File: src/rtl/rs_entry_pair.sv
// rs_entry_pair: two-entry reservation station with CDB wakeup and oldest-first issue; CDB_PORT_B_EN adds a second snooped CDB port
module rs_entry_pair #(
  parameter int XLEN  = 32,
  parameter int TAG_W = 4,
  parameter int OP_W  = 81
) (
  input  logic             clk,
  input  logic             rst,
  input  logic [OP_W-1:0]  wr_data_0,
  input  logic [TAG_W-1:0] wr_entry_num_0,
  input  logic             wr_valid_0,
  input  logic [OP_W-1:0]  wr_data_1,
  input  logic [TAG_W-1:0] wr_entry_num_1,
  input  logic             wr_valid_1,
  output logic             empty_0,
  output logic             empty_1,
  input  logic             cdb_valid,
  input  logic [TAG_W-1:0] cdb_tag,
  input  logic [XLEN-1:0]  cdb_data,
`ifdef CDB_PORT_B_EN
  input  logic             cdb_b_valid,
  input  logic [TAG_W-1:0] cdb_b_tag,
  input  logic [XLEN-1:0]  cdb_b_data,
`endif
  input  logic [TAG_W-1:0] rob_head,
  input  logic             flush,
  output logic             issue_valid,
  input  logic             issue_ready,
  output logic [OP_W-1:0]  issue_data,
  output logic [TAG_W-1:0] issue_rob_tag,
  output logic             protocol_err
);
  logic [OP_W-1:0]  data [2];
  logic [TAG_W-1:0] tag [2];
  logic [OP_W-1:0]  wr_d [2];
  logic [TAG_W-1:0] wr_t [2];
  logic [1:0]       wr_v, occ, rdy;
  logic [TAG_W-1:0] age_0, age_1;
  logic             sel, fire;
  function automatic logic [XLEN:0] snoop(input logic [XLEN:0] s);
    snoop = s;
`ifdef CDB_PORT_B_EN
    if (cdb_b_valid && !s[0] && s[TAG_W:1] == cdb_b_tag) snoop = {cdb_b_data, 1'b1};
`endif
    if (cdb_valid && !s[0] && s[TAG_W:1] == cdb_tag) snoop = {cdb_data, 1'b1};
  endfunction
  function automatic logic [OP_W-1:0] wake(input logic [OP_W-1:0] p);
    wake = {p[80:71], snoop(p[70:38]), snoop(p[37:5]), p[4:0]};
  endfunction
  assign wr_d[0] = wr_data_0;
  assign wr_d[1] = wr_data_1;
  assign wr_t[0] = wr_entry_num_0;
  assign wr_t[1] = wr_entry_num_1;
  assign wr_v = {wr_valid_1, wr_valid_0};
  assign rdy = {occ[1] & data[1][5] & data[1][38], occ[0] & data[0][5] & data[0][38]};
  assign age_0 = tag[0] - rob_head;
  assign age_1 = tag[1] - rob_head;
  always_comb begin
    sel = &rdy ? age_1 < age_0 : rdy[1];
    issue_valid = |rdy;
    fire = issue_valid & issue_ready;
    issue_data = issue_valid ? data[sel] : '0;
    issue_rob_tag = issue_valid ? tag[sel] : '0;
  end
  assign empty_0 = ~occ[0];
  assign empty_1 = ~occ[1];
  always_ff @(posedge clk) begin
    if (rst) begin
      occ <= '0;
      protocol_err <= 1'b0;
      for (int i = 0; i < 2; i++) begin
        data[i] <= '0;
        tag[i] <= '0;
      end
    end else begin
      for (int i = 0; i < 2; i++) begin
        if (flush) occ[i] <= 1'b0;
        else if (wr_v[i] && !occ[i]) begin
          occ[i] <= 1'b1;
          data[i] <= wake(wr_d[i]);
          tag[i] <= wr_t[i];
        end else begin
          if (fire && sel == 1'(i)) occ[i] <= 1'b0;
          if (occ[i]) data[i] <= wake(data[i]);
        end
      end
      if (!flush && |(wr_v & occ)) protocol_err <= 1'b1;
    end
  end
endmodule

File: config.mk
export PLATFORM = sky130hd
export DESIGN_NAME = rs_entry_pair
export DESIGN_NICKNAME = d
export VERILOG_FILES = /design/src/rtl/rs_entry_pair.sv
export SDC_FILE = /design/constraint.sdc
export NUM_CORES = 1
export LEC_CHECK = 0
export ABC_AREA = 1
export BUFFER_PORTS_ARGS = -buffer_cell sky130_fd_sc_hd__buf_2
export CORE_MARGIN = 5
export CORE_UTILIZATION = 45
export CTS_BUF_LIST = sky130_fd_sc_hd__clkbuf_8
export DETAILED_ROUTE_END_ITERATION = 8
export GPL_TIMING_DRIVEN = 0
export HOLD_SLACK_MARGIN = 0.02
export PLACE_DENSITY_LB_ADDON = 0.12
export SYNTH_ARGS = -nofsm -noshare
export SYNTH_HDL_FRONTEND = slang
export SYNTH_SLANG_ARGS = --single-unit
File: constraint.sdc
create_clock -name clk -period 4.8 [get_ports clk]
set_input_delay 0.24 -clock clk [delete_from_list [all_inputs] [get_ports clk]]
set_output_delay 0.24 -clock clk [all_outputs]
set_load 0.05 [all_outputs]
### Word-level counts from Yosys, hierarchy flattened

Memory sizes are Yosys's and may differ from the RTL's.
Index checks and enable logic that the tools add are counted.

| word-level totals | value |
|---|---|
| register bits after elaboration | 3 |
| bits in writable memories | 170 |
| input bits | 217 |
| output and inout port bits | 89 |
| word-level logic and storage cells | 138 |
| memories kept | 2 |

Memories:

| memory | words | width | rd ports | clocked after memory_dff | wr ports | RTL line | RTL |
|---|---|---|---|---|---|---|---|
| data | 2 | 81 | 3 | 0 | 2 | 33 | `logic [OP_W-1:0] data [2];` |
| tag | 2 | 4 | 3 | 0 | 2 | 34 | `logic [TAG_W-1:0] tag [2];` |

| operators by class | value |
|---|---|
| $add $sub $neg | 2 |
| magnitude comparators | 1 |
| equal/unequal tests | 8 |
| mux-type cells | 69 |
| bitwise gates (word level) | 15 |
| reduce and logical (&&, ||, !) cells | 38 |

Operators with widths:

| cell | count |
|---|---|
| 33-bit 2-to-1 mux | 36 |
| 81-bit 2-to-1 mux | 5 |
| 4-bit equality test | 8 |
| 1-bit 2-to-1 mux | 25 |
| 1-bit logical AND | 21 |
| 4-bit 2-to-1 mux | 3 |
| 1-bit zero test | 11 |
| 4-bit subtractor | 2 |
| 1-bit bitwise OR | 6 |
| 2-bit OR reduction | 3 |
| 1-bit bitwise AND | 5 |
| 4-bit < comparator | 1 |
| 2-bit nonzero test | 2 |
| 1-bit inverter | 3 |
| 2-bit bitwise AND | 1 |
| 2-bit AND reduction | 1 |

### Depth between registers and ports, before layout

| logic depth | value |
|---|---|
| depth in word-level cells | 9 |
| gate-level depth with buffers | 17 |
| mapped depth without buffers | 16 |

### Worst setup path after synthesis

Ideal clock, no wire load.

| timing path | value |
|---|---|
| path kind | register to register |
| from | register occ[1] |
| to | memory data[1][10] (enable) |
| setup time | 469 ps |
| arrival time | 3370 ps |
| required time | 4331 ps |
| setup slack | 961 ps |
| cell stages (with the launch flop) | 5 |
| path buffers | 0 |
| clock period less this slack | 3839 ps |
| cell sequence | dfxtp_1 inv_1 nor2_1 inv_1 o21ai_0 |

RTL lines:

| item | RTL line | RTL |
|---|---|---|
| start: declaration | 37 | `logic [1:0] wr_v, occ, rdy;` |
| start signal: assignment | 69 | `occ <= '0;` |
| start signal: indexed assignment | 77 | `if (flush) occ[i] <= 1'b0;` |
| start signal: indexed assignment | 79 | `occ[i] <= 1'b1;` |
| end: declaration | 33 |  |

==> flow_summary.toml <==
[outcome]
status = "complete, no violations"

[clock_network]
cts_tree = "yes"
cts_setup_buffers = 0
clock-sinks = 173
cts-root-buf = "clkbuf_8"
cts_inserted_buffers = 17
cts.clk_slew.worst_paths_ps = 100
clockBufferDepth = 2
cts.htree.levels = 4
cts.repair.resized = 0
worst_skew_pair.late_latency_ps = 480

[yosys]
synth_nets = 1813
synth_seq_area_share_pct = 45.18
ys_ff_latch = 173
syn_area_sq_um = 11430
synthCells = 1585
yosys_warnings = 0
synth.avg_cell_area_sq_um = 7.213
yosysUniqueCellTypes = 32

[critical_path]
crit_start = "tag[1][2]"
reg2regPathDepth = 12
slowest_stage = "edfxtp_1"
worstSetupPathType = "reg2out"
path_buf_inv = 3
r2r-start = "tag[1][2]"
critPathCaptureType = "output pin"
r2r-end = "occ[1]"
arrival_ps = 3730
cp_common_cell = "nand2_1"
crit_family = "buffers and inverters"
cp-endpoint = "issue_data[37]"
critPathRequiredTime_ps = 4560
r2r_slack_ps = 2180
worst-path-stages = 13
cp_max_fo = 10
cp_slowest_stage_delay_ps = 440
crit_chain = "ha_1 > nand2_1 > o21ai_0 > xor2_1 > ha_1 > a21oi_1 > nand2_1 > nand2_1 > buf_2 > clkbuf_1 > a21oi_1 > nor2_1 > buf_2"
crit_path_start_kind = "register"

[timing]
clock_skew_ps = 22.19
rsz0062_at_grt = "false"
period_minus_slack_ps = 3968
fin_crit_sh_pct = 82.66
slew_viol_final = 0
setup_slack_ps = 832.5
hold_viol = 0
finalSetupTns_ps = 0
worst_pin_slew_ps = 725.9
setup_viol = 0
hold_slack_ps = 58.96
max_freq_mhz = 252.0
slew_headroom_pct = 51.49

[cells_and_area]
final_common_cell = "nand2_1"
fin_nets = 2139
regArea_sq_um = 5165
post_route_cells_drive_above_1_share_pct = 22.98
multi_input_area_sq_um = 4896
instances_no_fill = 2256
num-fill-cells = 2554
syn_to_final_growth_pct = 21.13
layout_common_cells = "nand2_1, buf_2, nor2_1, inv_1, a21oi_1"

[placed_design]
io_buffers = 302
place_ws_ps = 1312
routabilityCongestion = 0.9031
dp_cells = 2221
hpwl_um = 30510

[die]
design.portCount = 306
row_count = 58
die_w_um = 169.4
die_height_um = 169.4
design.die.area_sq_um = 28690
coreArea_sq_um = 25110
initial_core_util_pct = 45.53

[pwr]
pwr-share-clk_pct = 28.1
vdd.ir_drop.worst_mv = 0.1434
p_sw_share_pct = 30.68
power.internal_uw = 2397
power_frac_seq_pct = 53.2
powerDensity_nw_per_um2 = 249.7
p_comb_share_pct = 18.7
switchingPower_uw = 1061
p_leak_uw = 0.006947

[detailed_routing]
totalWireLength_um = 40180
wl_per_cell_um = 17.81
via_per_inst = 5.089
drc_errors = 0
drt-initial-drc-count = 1158
ant_nets = 0
dr.pass1.iters = 5
vias = 11480

[job]
maxCapViolCount = 0

[worst_hold_path]
worstHoldPathCells = 3
hold_class = "in2reg"

[global_routing]
grt_max_degree = 32
grt_pass1_vias = 11030
grt-ovfl-total = 0
antenna_found_initial = 3
grt_pass1_wl_um = 60690
grtUsageTotal_pct = 27.47
[worst min path at each step]
stage	from	end	slack, ps
finish	wr_valid_1	protocol_err	60
detailed placement	wr_valid_0	protocol_err	490
CTS	issue_ready	occ[1]	30
global placement	protocol_err	protocol_err	490
global route	wr_valid_1	protocol_err	40
floorplan	wr_valid_0	protocol_err	350
[power groups by stage]
stage	combinational, uW	clock [uW]	sequential, uW
after floorplan	386	0	1860
after global placement	615	0	1880
after detailed placement	642	0	1870
after CTS	645	983	1840
after global routing	721	1040	1850
final	646	972	1840
[cell families after synthesis]
family	Yosys count	share of synthesized area (%)
simple gates	857	31.33
buf+inv	333	12.31
compound gates	196	8.690
flops	173	45.18
xor+xnor	15	1.149
fa+ha+maj	11	1.335
[Yosys cell counts]
master	number	share of area (%)
nand3_1	129	5.6
nand3_2	2	0.18
fa_1	2	0.35
o21ai_0	12	0.53
nor2_2	4	0.22
nand4_1	2	0.11
nor3_1	1	0.044
o211a_1	1	0.088
a211oi_1	1	0.066
or2_2	1	0.055
buf_2	54	2.4
inv_2	6	0.20
clkinv_1	1	0.033
a21oi_1	179	7.8
nor3_2	1	0.088
nand3b_1	31	2.0
dfxtp_1	3	0.53
buf_4	10	0.66
nand2_1	378	12
inv_1	222	7.3
clkbuf_1	21	0.69
nand2_2	19	1.0
nor4_1	1	0.055
nor2_1	288	9.5
o22ai_1	2	0.11
xor2_1	6	0.46
ha_1	9	0.99
a21boi_0	1	0.066
xnor2_1	9	0.69
buf_6	7	0.69
buf_1	12	0.39
edfxtp_1	170	45
[layer usage]
layer  wire (um)  track usage (%)  part of all wire [%]
met5           0                0                     0
met1       16890            37.62                    42
met4         656            6.475                   1.6
met2       18760            44.99                    47
met3        3876            5.893                   9.6
[flip-flops by register name, indices dropped and copies added (netlist names)]
name,cells
data,162
occ,2
protocol_err,1
tag,8
[worst min-delay path, stage by stage]
cell	delay (ps)
buf_2	100
nand3_1	80
nand3_1	80
[area by class of cell]
class / count / area share (%)
flip-flops and latches: 173 / 37.30
inverters: 229 / 6.207
plain buffers: 104 / 3.957
clock inverters: 14 / 0.7860
multi-input cells: 1079 / 35.35
repair buffers: 307 / 11.67
well taps: 330 / 2.982
clock buffers: 17 / 1.690
diodes: 3 / 0.05421
[per-stage QoR]
step	area, sq um	total power [uW]	util [%]
6_report	13850	3458	55.15
2_1_floorplan	11430	2248	-
5_1_grt	13850	3612	55.14
3_3_place_gp	13360	2492	53.19
3_5_place_dp	13490	2514	53.72
4_1_cts	13840	3466	55.12
[repair_timing]
item                                    CTS  global route
hold buffers                              1             0
endpoints found under the setup margin    0             0
hold endpoints to repair                  1             0
Note: power is estimated with default switching activity, not from simulation.
